**src/rtl/pic_ack_if.sv**
```systemverilog
// Signal bundle between the interrupt-acknowledge sequencer, the PIC read side
// and the CPU core that consumes captured vectors.
interface pic_ack_if;
    logic       enable;
    logic       int_in;
    logic [7:0] data_in;
    logic       intackN;
    logic       busy;
    // A vector transfers on every rising clk edge that samples vec_valid=1 and vec_ready=1.
    // vec_valid stays 1 with vec_num/vec_err frozen until that edge; vec_ready is don't-care otherwise.
    logic       vec_valid;
    logic       vec_ready;
    logic [2:0] vec_num;
    logic       vec_err;
    logic       spurious;

    modport master (
        input  enable, int_in, data_in, vec_ready,
        output intackN, busy, vec_valid, vec_num, vec_err, spurious
    );

    modport slave (
        output enable, int_in, data_in, vec_ready,
        input  intackN, busy, vec_valid, vec_num, vec_err, spurious
    );
endinterface

```
**src/rtl/pic_ack_sequencer.sv**
```systemverilog
// CPU-side interrupt acknowledge engine: two intackN pulses per interrupt, vector
// captured on the second pulse and held in a one-entry buffer for the CPU core.
module pic_ack_sequencer #(
    parameter int unsigned ACK_LOW_CYCLES = 2,
    parameter int unsigned ACK_GAP_CYCLES = 2,
    parameter int unsigned RECOVER_CYCLES = 2,
    parameter logic [4:0]  VEC_PREFIX     = 5'b10100
) (
    input  logic       clk,
    input  logic       resetN,
    pic_ack_if.master  bus,
    output logic [2:0] dbg_state
);
    localparam int unsigned MAX_LG  = (ACK_LOW_CYCLES > ACK_GAP_CYCLES) ? ACK_LOW_CYCLES : ACK_GAP_CYCLES;
    localparam int unsigned MAX_CYC = (MAX_LG > RECOVER_CYCLES) ? MAX_LG : RECOVER_CYCLES;
    localparam int unsigned CNT_W   = $clog2(MAX_CYC) + 1;

    localparam logic [CNT_W-1:0] LOW_LAST = CNT_W'(ACK_LOW_CYCLES - 1);
    localparam logic [CNT_W-1:0] GAP_LAST = CNT_W'(ACK_GAP_CYCLES - 1);
    localparam logic [CNT_W-1:0] REC_LAST = CNT_W'(RECOVER_CYCLES - 1);
    localparam logic [CNT_W-1:0] CNT_ONE  = CNT_W'(1);

    typedef enum logic [2:0] {
        S_IDLE     = 3'd0,
        S_ACK1_LOW = 3'd1,
        S_ACK1_GAP = 3'd2,
        S_ACK2_LOW = 3'd3,
        S_RECOVER  = 3'd4,
        S_HOLD     = 3'd5
    } state_t;

    state_t           state_q,     state_d;
    logic [CNT_W-1:0] cnt_q,       cnt_d;
    logic             intackN_q,   intackN_d;
    logic             busy_q,      busy_d;
    logic             vec_valid_q, vec_valid_d;
    logic [2:0]       vec_num_q,   vec_num_d;
    logic             vec_err_q,   vec_err_d;
    logic             spurious_q,  spurious_d;

    always_comb begin
        state_d     = state_q;
        cnt_d       = cnt_q;
        intackN_d   = intackN_q;
        vec_valid_d = vec_valid_q;
        vec_num_d   = vec_num_q;
        vec_err_d   = vec_err_q;
        spurious_d  = 1'b0;

        if (vec_valid_q && bus.vec_ready) begin
            vec_valid_d = 1'b0;
        end

        case (state_q)
            S_IDLE: begin
                if (bus.enable && bus.int_in && !vec_valid_q) begin
                    state_d   = S_ACK1_LOW;
                    cnt_d     = '0;
                    intackN_d = 1'b0;
                end
            end
            S_ACK1_LOW: begin
                if (!bus.int_in) begin
                    state_d    = S_RECOVER;
                    cnt_d      = '0;
                    intackN_d  = 1'b1;
                    spurious_d = 1'b1;
                end else if (cnt_q == LOW_LAST) begin
                    state_d   = S_ACK1_GAP;
                    cnt_d     = '0;
                    intackN_d = 1'b1;
                end else begin
                    cnt_d = cnt_q + CNT_ONE;
                end
            end
            S_ACK1_GAP: begin
                if (!bus.int_in) begin
                    state_d    = S_RECOVER;
                    cnt_d      = '0;
                    intackN_d  = 1'b1;
                    spurious_d = 1'b1;
                end else if (cnt_q == GAP_LAST) begin
                    state_d   = S_ACK2_LOW;
                    cnt_d     = '0;
                    intackN_d = 1'b0;
                end else begin
                    cnt_d = cnt_q + CNT_ONE;
                end
            end
            // PIC is committed once pulse 2 starts, so int_in is no longer consulted.
            S_ACK2_LOW: begin
                if (cnt_q == LOW_LAST) begin
                    state_d     = S_RECOVER;
                    cnt_d       = '0;
                    intackN_d   = 1'b1;
                    vec_valid_d = 1'b1;
                    vec_num_d   = bus.data_in[2:0];
                    vec_err_d   = (bus.data_in[7:3] != VEC_PREFIX);
                end else begin
                    cnt_d = cnt_q + CNT_ONE;
                end
            end
            S_RECOVER: begin
                if (cnt_q == REC_LAST) begin
                    cnt_d   = '0;
                    state_d = vec_valid_d ? S_HOLD : S_IDLE;
                end else begin
                    cnt_d = cnt_q + CNT_ONE;
                end
            end
            // Leaving on the consuming edge lets the next sequence start one cycle after vec_valid falls.
            S_HOLD: begin
                if (!vec_valid_d) begin
                    state_d = S_IDLE;
                end
            end
            default: begin
                state_d   = S_IDLE;
                cnt_d     = '0;
                intackN_d = 1'b1;
            end
        endcase

        busy_d = (state_d != S_IDLE);
    end

    always_ff @(posedge clk or negedge resetN) begin
        if (!resetN) begin
            state_q     <= S_IDLE;
            cnt_q       <= '0;
            intackN_q   <= 1'b1;
            busy_q      <= 1'b0;
            vec_valid_q <= 1'b0;
            vec_num_q   <= 3'd0;
            vec_err_q   <= 1'b0;
            spurious_q  <= 1'b0;
        end else begin
            state_q     <= state_d;
            cnt_q       <= cnt_d;
            intackN_q   <= intackN_d;
            busy_q      <= busy_d;
            vec_valid_q <= vec_valid_d;
            vec_num_q   <= vec_num_d;
            vec_err_q   <= vec_err_d;
            spurious_q  <= spurious_d;
        end
    end

    assign bus.intackN   = intackN_q;
    assign bus.busy      = busy_q;
    assign bus.vec_valid = vec_valid_q;
    assign bus.vec_num   = vec_num_q;
    assign bus.vec_err   = vec_err_q;
    assign bus.spurious  = spurious_q;
    assign dbg_state     = state_q;
endmodule

```
**src/flat_wrapper.sv**
```systemverilog
// flat-port wrapper written by rule: the top's interface ports become plain ports
module pic_ack_sequencer_flat 
#(
    parameter int unsigned ACK_LOW_CYCLES = 2,
    parameter int unsigned ACK_GAP_CYCLES = 2,
    parameter int unsigned RECOVER_CYCLES = 2,
    parameter logic [4:0]  VEC_PREFIX     = 5'b10100
)
  (clk, resetN, dbg_state, bus_enable, bus_int_in, bus_data_in, bus_vec_ready, bus_intackN, bus_busy, bus_vec_valid, bus_vec_num, bus_vec_err, bus_spurious);
  pic_ack_if bus_i ();
  input  logic clk;
  input  logic resetN;
  output logic [2:0] dbg_state;
  input wire logic [$bits(bus_i.enable)-1:0] bus_enable;
  input wire logic [$bits(bus_i.int_in)-1:0] bus_int_in;
  input wire logic [$bits(bus_i.data_in)-1:0] bus_data_in;
  input wire logic [$bits(bus_i.vec_ready)-1:0] bus_vec_ready;
  output wire logic [$bits(bus_i.intackN)-1:0] bus_intackN;
  output wire logic [$bits(bus_i.busy)-1:0] bus_busy;
  output wire logic [$bits(bus_i.vec_valid)-1:0] bus_vec_valid;
  output wire logic [$bits(bus_i.vec_num)-1:0] bus_vec_num;
  output wire logic [$bits(bus_i.vec_err)-1:0] bus_vec_err;
  output wire logic [$bits(bus_i.spurious)-1:0] bus_spurious;
  assign bus_i.enable = bus_enable;
  assign bus_i.int_in = bus_int_in;
  assign bus_i.data_in = bus_data_in;
  assign bus_i.vec_ready = bus_vec_ready;
  assign bus_intackN = bus_i.intackN;
  assign bus_busy = bus_i.busy;
  assign bus_vec_valid = bus_i.vec_valid;
  assign bus_vec_num = bus_i.vec_num;
  assign bus_vec_err = bus_i.vec_err;
  assign bus_spurious = bus_i.spurious;
  pic_ack_sequencer #(.ACK_LOW_CYCLES(ACK_LOW_CYCLES), .ACK_GAP_CYCLES(ACK_GAP_CYCLES), .RECOVER_CYCLES(RECOVER_CYCLES), .VEC_PREFIX(VEC_PREFIX)) u_core (.clk(clk), .resetN(resetN), .bus(bus_i), .dbg_state(dbg_state));
endmodule
```
**config.mk**
```make
export PLATFORM = sky130hd
export DESIGN_NAME = pic_ack_sequencer_flat
export DESIGN_NICKNAME = d
export VERILOG_FILES = /design/src/rtl/pic_ack_if.sv /design/src/rtl/pic_ack_sequencer.sv /design/src/flat_wrapper.sv
export SDC_FILE = /design/constraint.sdc
export NUM_CORES = 1
export LEC_CHECK = 0
export ABC_AREA = 1
export CORE_MARGIN = 2
export CORE_UTILIZATION = 39
export CTS_CLUSTER_SIZE = 30
export DETAILED_ROUTE_END_ITERATION = 8
export HOLD_SLACK_MARGIN = 0.05
export PLACE_DENSITY = 0.72
export SYNTH_ARGS = -nofsm -noshare
export SYNTH_HDL_FRONTEND = slang
export SYNTH_SLANG_ARGS = --single-unit
```
**constraint.sdc**
```tcl
create_clock -name clk -period 1.4 [get_ports clk]
set_clock_uncertainty 0.15 [all_clocks]
set_input_delay 0.14 -clock clk [delete_from_list [all_inputs] [get_ports clk]]
set_output_delay 0.14 -clock clk [all_outputs]
set_load 0.02 [all_outputs]
```
# Word-level counts from Yosys, hierarchy flattened
# Cells that the tools add are included.
[totals]
register_bits = 13
in_bits = 13
out_inout_bits = 11
elab_cells = 57
[classes]
n_addsub = 1
n_eq_ne = 9
n_mux = 25
bitwise_logic = 2
n_reduce_logical = 12
[ops]
columns = ["operator", "n"]
rows = [
  ["$mux W3", 9],
  ["$pmux W3 S6", 1],
  ["$mux W1", 10],
  ["$pmux W2 S4", 1],
  ["$eq A3 B2 Y1 const B", 2],
  ["$eq A3 B3 Y1 const B", 2],
  ["$mux W2", 3],
  ["$reduce_or A2 Y1", 3],
  ["$ne A5 B5 Y1 const B", 1],
  ["$pmux W1 S5", 1],
  ["$reduce_and A2 Y1", 2],
  ["$eq A3 B1 Y1 const B", 1],
  ["$logic_and A1 B1 Y1", 3],
  ["$logic_not A3 Y1", 1],
  ["$ne A3 B2 Y1 const B", 1],
  ["$reduce_and A3 Y1", 1],
  ["$reduce_bool A3 Y1", 1],
  ["$add A2 B1 Y2 const B", 1],
  ["$eq A2 B1 Y1 const B", 1],
  ["$ne A2 B1 Y1 const B", 1],
  ["$not A1 Y1", 2],
  ["$logic_not A1 Y1", 1],
]

# Depth between registers and ports, before layout
# Gate-level depths: netlist (run 1).
[depth]
depth_word = 6
depth_mapped = 8
ltp_nobuf = 8

# Worst setup path before layout (run 1)
# OpenSTA, ideal clock, no wires.
[synth_path]
kind = "reg-to-reg"
start = "reg u_core.state_q[0], in the netlist u_core.dbg_state[0]"
end = "reg u_core.vec_num_q[0], in the netlist u_core.bus.vec_num[0]"
setup_time_ps = 125
arrival_time_ps = 1191
t_required_ps = 1125
slack_ps = -66
path_stages_with_launch = 6
n_path_buf = 1
period_less_slack_ps = 1466
path_cell_list = "dfrtp_1 -> buf_4 -> nand3_1 -> inv_2 -> nand2_4 -> mux2_4"
[synth_via]
elab_chain_len = 2
[synth_rtl]
columns = ["element", "line", "rtl"]
rows = [
  ["start, declared", "pic_ack_sequencer.sv:32", "state_t state_q, state_d;"],
  ["start signal, assigned", "pic_ack_sequencer.sv:138", "state_q <= state_d;"],
  ["$eq A3 B2 Y1", "pic_ack_sequencer.sv:54", "case (state_q)"],
  ["$reduce_and A2 Y1 (no source line)", "--", ""],
  ["end signal, assigned", "pic_ack_sequencer.sv:143", "vec_num_q <= vec_num_d;"],
  ["end, declared", "pic_ack_sequencer.sv:37", "logic [2:0] vec_num_q, vec_num_d;"],
]
# Every way passes these cells.
# A chain may end at the register's enable or synchronous reset.

# Worst setup path in the final report (run 1)
[layout_path]
start = "reg u_core.state_q[1], in the netlist u_core.dbg_state[1]"
end = "reg u_core.intackN_q, in the netlist u_core.bus.intackN"
[layout_via]
elab_chain_len = 4
elab_cells_between_ends = 12
cone_classes = "eq/ne: 7; mux: 1; bitwise: 1; reduce/logical: 3"
[layout_rtl]
columns = ["element", "line", "rtl"]
rows = [
  ["branches (longest 4 deep; another with $pmux W1 S5)", "--", ""],
  ["end signal, assigned", "pic_ack_sequencer.sv:140", "intackN_q <= intackN_d;"],
  ["end, declared", "pic_ack_sequencer.sv:34", "logic intackN_q, intackN_d;"],
]
# Parallel ways; which one is timed is not known.

==> flow_summary.toml, run 1 <==
[cts]
clockBufferDepth = 2
cts_buffers = 3
cts_root_buffer = "clkbuf_4"
htree_levels = 1
cts_tree = "yes"
clk_pin_slew_ns = 0.07
cts_sinks = 13
clock_latency_ns = 0.27

[critical_path]
cp-end-kind = "flop"
cp_data_required_time_ns = 1.47
start_kind = "flop"
crit_type = "reg -> reg"
arrival_ns = 1.57
crit_path_max_fanout = 6

[hold_path]
hold_path.class = "in -> reg"

[sta]
hold_viol = 0
post-route-period-util_pct = 107
maxSlewViolCount = 0
slew-limit-headroom_pct = 79.4
setup_viol = 4
fin_ws_ns = -0.0990
rsz0062_at_grt = "yes"
tightest_slew_ns = 0.305
fmax_mhz = 667
period_minus_slack_ns = 1.50
fin_tns_setup_ns = -0.128

[grt]
antenna_found_initial = 0
grt.overflow.total = 0
grt_pass1_wl_mm = 2.62
grt_pass1_vias = 628
grt_use_total_pct = 17.4
grt_max_degree = 10

[route]
drt-total-wl_mm = 1.94
highest-signal-layer = "met4"
route.met3.wl_um = 78
routedWlPerCell_um = 12.8
dr.pass1.iters = 4
drt-met1-wl_um = 792
vias_per_cell = 4.97
dr_total_vias = 756
dr_wl_met2_mm = 1.04
antenna_left = 0
drcViolationCount = 0
drt-initial-drc-count = 21

[logic_synthesis]
synth_ff_type = "dfrtp_1"
syn_inst = 86
synthArstFlopShare_pct = 100
synthTopCellsByArea = "dfrtp_1, nand2_1, mux2_4"
ys_warn_count = 0
synth_nets = 99
synth_area_leader_cell = "dfrtp_1"
ys_seq_elements = 13
synth-edff-count = 0
yosys.area.top_type_share_pct = 41.2
synthesis.area_sq_um = 728
synth-seq-area-share_pct = 44.8
syn_avg_cell_area_sq_um = 8.47
ys_types = 23

[floorplanning]
ios = 24
fp.dieW_um = 47.2
die_y_um = 47.2
core.rowCount = 15
die_area_sq_um = 2230
initial_utilization_pct = 41.7
coreArea_sq_um = 1750

[placement]
dp_hpwl_mm = 1.29
dpl_worst_slack_ns = -0.105
numPortBuffers = 23
gp_congestion = 0.833

[cells_and_area]
regArea_sq_um = 332
finalNetCount = 141
multiInputGateArea_sq_um = 418
drive_above_1_share_pct = 40.2
nFillCells = 141
layout_commonest_cell = "nand2_1"
area_growth_pct = 66.2
diodes = 0
layout_common_cells = "nand2_1, clkdlybuf4s50_1, buf_4, dlygate4sd2_1"

[power_and_ir_drop]
cellLeakagePower_nw = 0.585
power_per_cell_area_nw_per_um2 = 1770
worst_ir_drop_vdd_mv = 1.01

[outcome]
failed_checks = "negative setup slack"
status = "complete, but fails checks"

[run]
drv_cap = 0
==> routing by layer <==
layer / vias up / global-route usage [%]
met2: 28 / 28.8
met5: - / 0
met3: 6 / 4.62
li1: 366 / -
met1: 356 / 21.0
met4: 0 / 8.33
==> layout make-up <==
class,count,area share [%]
Clock buffer,4,2.17
Inverter,12,4.34
Multi-Input combinational cell,60,34.5
Sequential cell,13,27.4
Tap cell,25,2.59
Timing Repair Buffer,38,29.0
==> final timing paths <==
check	start	endpoint	slack, ns	depth (start not counted)
max	u_core.dbg_state[1]	u_core.bus.intackN	-0.1	5
min	bus_data_in[1]	u_core.bus.vec_num[1]	0.33	2
max reg2reg	u_core.dbg_state[1]	u_core.bus.intackN	-0.1	5
min reg2reg	u_core.bus.vec_err	u_core.bus.vec_err	0.36	2
max in group asynchronous	resetN	u_core.dbg_state[0]	0.23	3
min in group asynchronous	resetN	u_core.cnt_q[0]	0.47	2
==> power by group <==
part | internal (W) | leakage [nW] | total [W] | switching, W
registers | 0.000525 | 0.155 | 0.000632 | 0.000107
clock network | 0.000110 | 0.0150 | 0.000225 | 0.000114
logic | 0.000575 | 0.415 | 0.00129 | 0.000711
total | 0.00121 | 0.585 | 0.00214 | 0.000933
==> what timing repair did <==
| item | CTS | global route |
|---|---|---|
| pin swaps | 1 | 11 |
| setup endpoints to repair | 13 | 8 |
| endpoints found under the hold margin | 3 | 0 |
| setup buffers | 0 | 6 |
| hold buffers | 1 | 0 |
| gates resized for setup | 16 | 27 |
==> flip-flops by register name, summed over array words and instances (netlist names) <==
| signal | flops |
|---|---|
| u_core.bus.spurious | 1 |
| u_core.cnt_q | 2 |
| u_core.bus.vec_err | 1 |
| u_core.bus.busy | 1 |
| u_core.bus.intackN | 1 |
| u_core.bus.vec_valid | 1 |
| u_core.dbg_state | 3 |
| u_core.bus.vec_num | 3 |
==> stage by stage <==
| stage | power (W) | instances | hold WS, ns | cell area [sq um] | utilization [%] |
|---|---|---|---|---|---|
| finish | 0.00214 | 152 | 0.329 | 1210 | 69.3 |
| global route | 0.00228 | 152 | 0.325 | 1210 | 69.3 |
| CTS | 0.00187 | 146 | 0.325 | 1080 | 61.8 |
| detailed placement | 0.00170 | 141 | 0.233 | 1050 | 60.1 |
| global placement | 0.00168 | 141 | 0.234 | 1050 | 60.1 |
| floorplan | 0.00127 | 86 | -0.306 | 739 | - |
==> logic make-up (layout without fill, tap and decap cells) <==
| family | count (synthesis) | count (layout) | share of synthesized area (%) |
|---|---|---|---|
| compound gates | 10 | 10 | 8.07 |
| buf+inv | 13 | 54 | 7.22 |
| flops | 13 | 13 | 44.8 |
| mux | 3 | 3 | 6.19 |
| simple gates | 47 | 47 | 33.7 |
==> Yosys cell counts (2+ instances only) <==
master	instances
mux2_4	3
nor2_1	11
o21ai_0	5
nand3_1	8
nand2_2	2
o211ai_1	2
inv_1	9
dfrtp_1	12
nor2_2	2
nand2_1	16
inv_2	3
nand4_1	2
==> worst max-delay path, stage by stage (launching register included) <==
cell     delay (ns)
dfrtp_2        0.45
buf_4          0.16
nand4_1        0.14
o21ai_0        0.31
o21ai_0        0.16
nand2_1        0.08
Note: power is estimated with default switching activity, not from simulation.
==> inputs of run 2 (changes only) <==
--- a/config.mk
+++ b/config.mk
@@ -6,12 +6,15 @@
 export NUM_CORES = 1
 export LEC_CHECK = 0
 export ABC_AREA = 1
+export CELL_PAD_IN_SITES_DETAIL_PLACEMENT = 2
+export CELL_PAD_IN_SITES_GLOBAL_PLACEMENT = 2
+export CORE_ASPECT_RATIO = 2
 export CORE_MARGIN = 2
-export CORE_UTILIZATION = 39
+export CORE_UTILIZATION = 22
 export CTS_CLUSTER_SIZE = 30
 export DETAILED_ROUTE_END_ITERATION = 8
 export HOLD_SLACK_MARGIN = 0.05
-export PLACE_DENSITY = 0.72
+export PLACE_DENSITY_LB_ADDON = 0.1
 export SYNTH_ARGS = -nofsm -noshare
 export SYNTH_HDL_FRONTEND = slang
 export SYNTH_SLANG_ARGS = --single-unit
==> constraint.sdc (replaced) <==
create_clock -name clk -period 1.4 [get_ports clk]
set_clock_uncertainty 0.15 [all_clocks]
set_input_delay 0.21 -clock clk [delete_from_list [all_inputs] [get_ports clk]]
set_output_delay 0.21 -clock clk [all_outputs]
set_load 0.02 [all_outputs]
==> run 2 against run 1 <==
  * The flow now finishes without violations
  * Non-clock buffer count rose by 3
  * Flip-flop and latch count did not move
  * Critical path depth rose by 1
  * Clock power rose by 54%
  * Design area rose by 2.7%
  * Hold slack got worse by 0.21 ns
  * Total power rose by 7.0%
  * First-iteration DRC count fell by 71%
  * Setup slack improved by 0.11 ns
  * Clock-buffer cell count did not move
  * Die area rose by 71%
  * Critical path type unchanged
  * Critical endpoint is now u_core.bus.busy
  * Highest routed layer unchanged
==> flow_summary.toml, run 2 (synthesis results as in run 1) <==
[cells_and_area]
nFillCells = 377
area_growth_pct = 70.6
layout_common_cells = "buf_4, nand2_1, clkdlybuf4s50_1, dlygate4sd2_1, dfrtp_1"
regArea_sq_um = 330
layout_commonest_cell = "buf_4"
finalNetCount = 144
drive_above_1_share_pct = 42.3
multiInputGateArea_sq_um = 432
diodes = 0
fin_cells = 161

[critical_path]
crit_path_max_fanout = 6
crit_top_cell = "nor2_4"
r2r_end = "u_core.bus.busy"
crit_chain = "buf_4 > nor2_4 > nand2_4 > a21oi_2 > nor2_4 > nand2_1"
arrival_ns = 1.42
worst-path-buf-inv = 1
worstReg2RegStart = "u_core.dbg_state[0]"
cp_data_required_time_ns = 1.44
cpMaxStageDelayCell = "dfrtp_2"
start_kind = "flop"
reg2reg_depth = 6
crit_start = "u_core.dbg_state[0]"
reg2reg_slack_ns = 0.01
crit_type = "reg -> reg"
crit_family = "flip-flops"
cp-end-kind = "flop"
critPathMaxStageDelay_ns = 0.47

[sta]
slew-limit-headroom_pct = 85.8
hold_ws_ns = 0.117
rsz0062_at_grt = "yes"
hold_viol = 0
fmax_mhz = 721
fin_tns_setup_ns = 0
post-route-period-util_pct = 99.1
period_minus_slack_ns = 1.39
setup_viol = 0
maxSlewViolCount = 0
tightest_slew_ns = 0.211

[route]
dr.pass1.iters = 2
drt-total-wl_mm = 2.50
drt-initial-drc-count = 6
drt-met1-wl_um = 802
routedWlPerCell_um = 15.5
drcViolationCount = 0
route.met3.wl_um = 62
antenna_left = 0
vias_per_cell = 4.86
highest-signal-layer = "met4"
dr_total_vias = 782
dr_wl_met2_mm = 1.57

[grt]
antenna_found_initial = 0
grt_use_total_pct = 15.8
grt.overflow.total = 0
grt_pass1_wl_mm = 4.35
grt_max_degree = 14
grt_pass1_vias = 963

[cts]
cts_tree = "yes"
cts_root_buffer = "clkbuf_8"
cts_sinks = 13
clock_latency_ns = 0.25
clk_pin_slew_ns = 0.06
htree_levels = 1
cts_buffers = 3
clockBufferDepth = 2

[outcome]
status = "finished, final reports clean"

[floorplanning]
die_y_um = 85.4
fp.dieW_um = 44.7
ios = 24
coreArea_sq_um = 3160
core.rowCount = 29
die_area_sq_um = 3810
initial_utilization_pct = 23.1

[placement]
numPortBuffers = 23
dp_hpwl_mm = 2.00
post-place-cells = 153
gp_congestion = 0.758

[power_and_ir_drop]
worst_ir_drop_vdd_mv = 0.823
power_per_cell_area_nw_per_um2 = 1850
cellLeakagePower_nw = 0.616

[run]
drv_cap = 0

[hold_path]
hold_path.class = "in -> async"
## run 2: cell types whose count changed in the layout (fill, tap and decap cells not counted), moves of 2 or more
cell,previous run,this run
nand2_4,1,3
nand2_2,5,3
clkbuf_4,3,0
clkbuf_8,0,3
buf_6,4,1
o21ai_1,1,3
o21ai_0,5,3
buf_4,10,17
nand3_2,2,4
## run 2: repair_timing
item | in CTS | in global routing
pin swaps | 8 | 2
setup endpoints to repair | 15 | 12
setup buffers | 3 | 1
resized for setup | 29 | 13
cloned | 0 | 0
hold buffers | 0 | 0
## run 2: layout make-up
type,count,share of cell area (%)
multi-input cells,60,34.7
clock buffers,4,3.63
repair buffers,41,27.9
flip-flops and latches,13,26.6
inverters,12,4.03
well taps,31,3.12
## run 2: worst max path at each step
stage / endpoint / slack (ns) / depth (start not counted)
6_report: u_core.bus.busy / 0.01 / 6
5_1_grt: u_core.bus.busy / -0.08 / 6
4_1_cts: u_core.bus.busy / -0.006 / 7
3_5_place_dp: u_core.cnt_q[0] / -0.29 / 6
3_3_place_gp: u_core.bus.busy / -0.21 / 8
2_1_floorplan: u_core.bus.vec_num[0] / 0.02 / 5
## run 2: power by group
group          switching (W)  leakage [nW]  internal, W
combinational       0.000745         0.437     0.000577
clock               0.000145        0.0228     0.000202
sequential          0.000100         0.156     0.000524
## run 2: metal layers
metal / vias up / global-route usage (%)
met3: 6 / 1.91
met2: 16 / 30.6
met5: - / 0
met1: 395 / 14.5
li1: 365 / -
met4: 0 / 8.54
## run 2: stage by stage
step	area (sq um)	power [W]	utilization [%]	setup slack, ns
after CTS	1210	0.00228	38.4	-0.00591
after global routing	1240	0.00248	39.4	-0.0794
after global placement	1100	0.00182	34.9	-0.210
after floorplan	739	0.00127	-	0.0229
after detailed placement	1100	0.00185	34.9	-0.289
final	1240	0.00229	39.4	0.0131
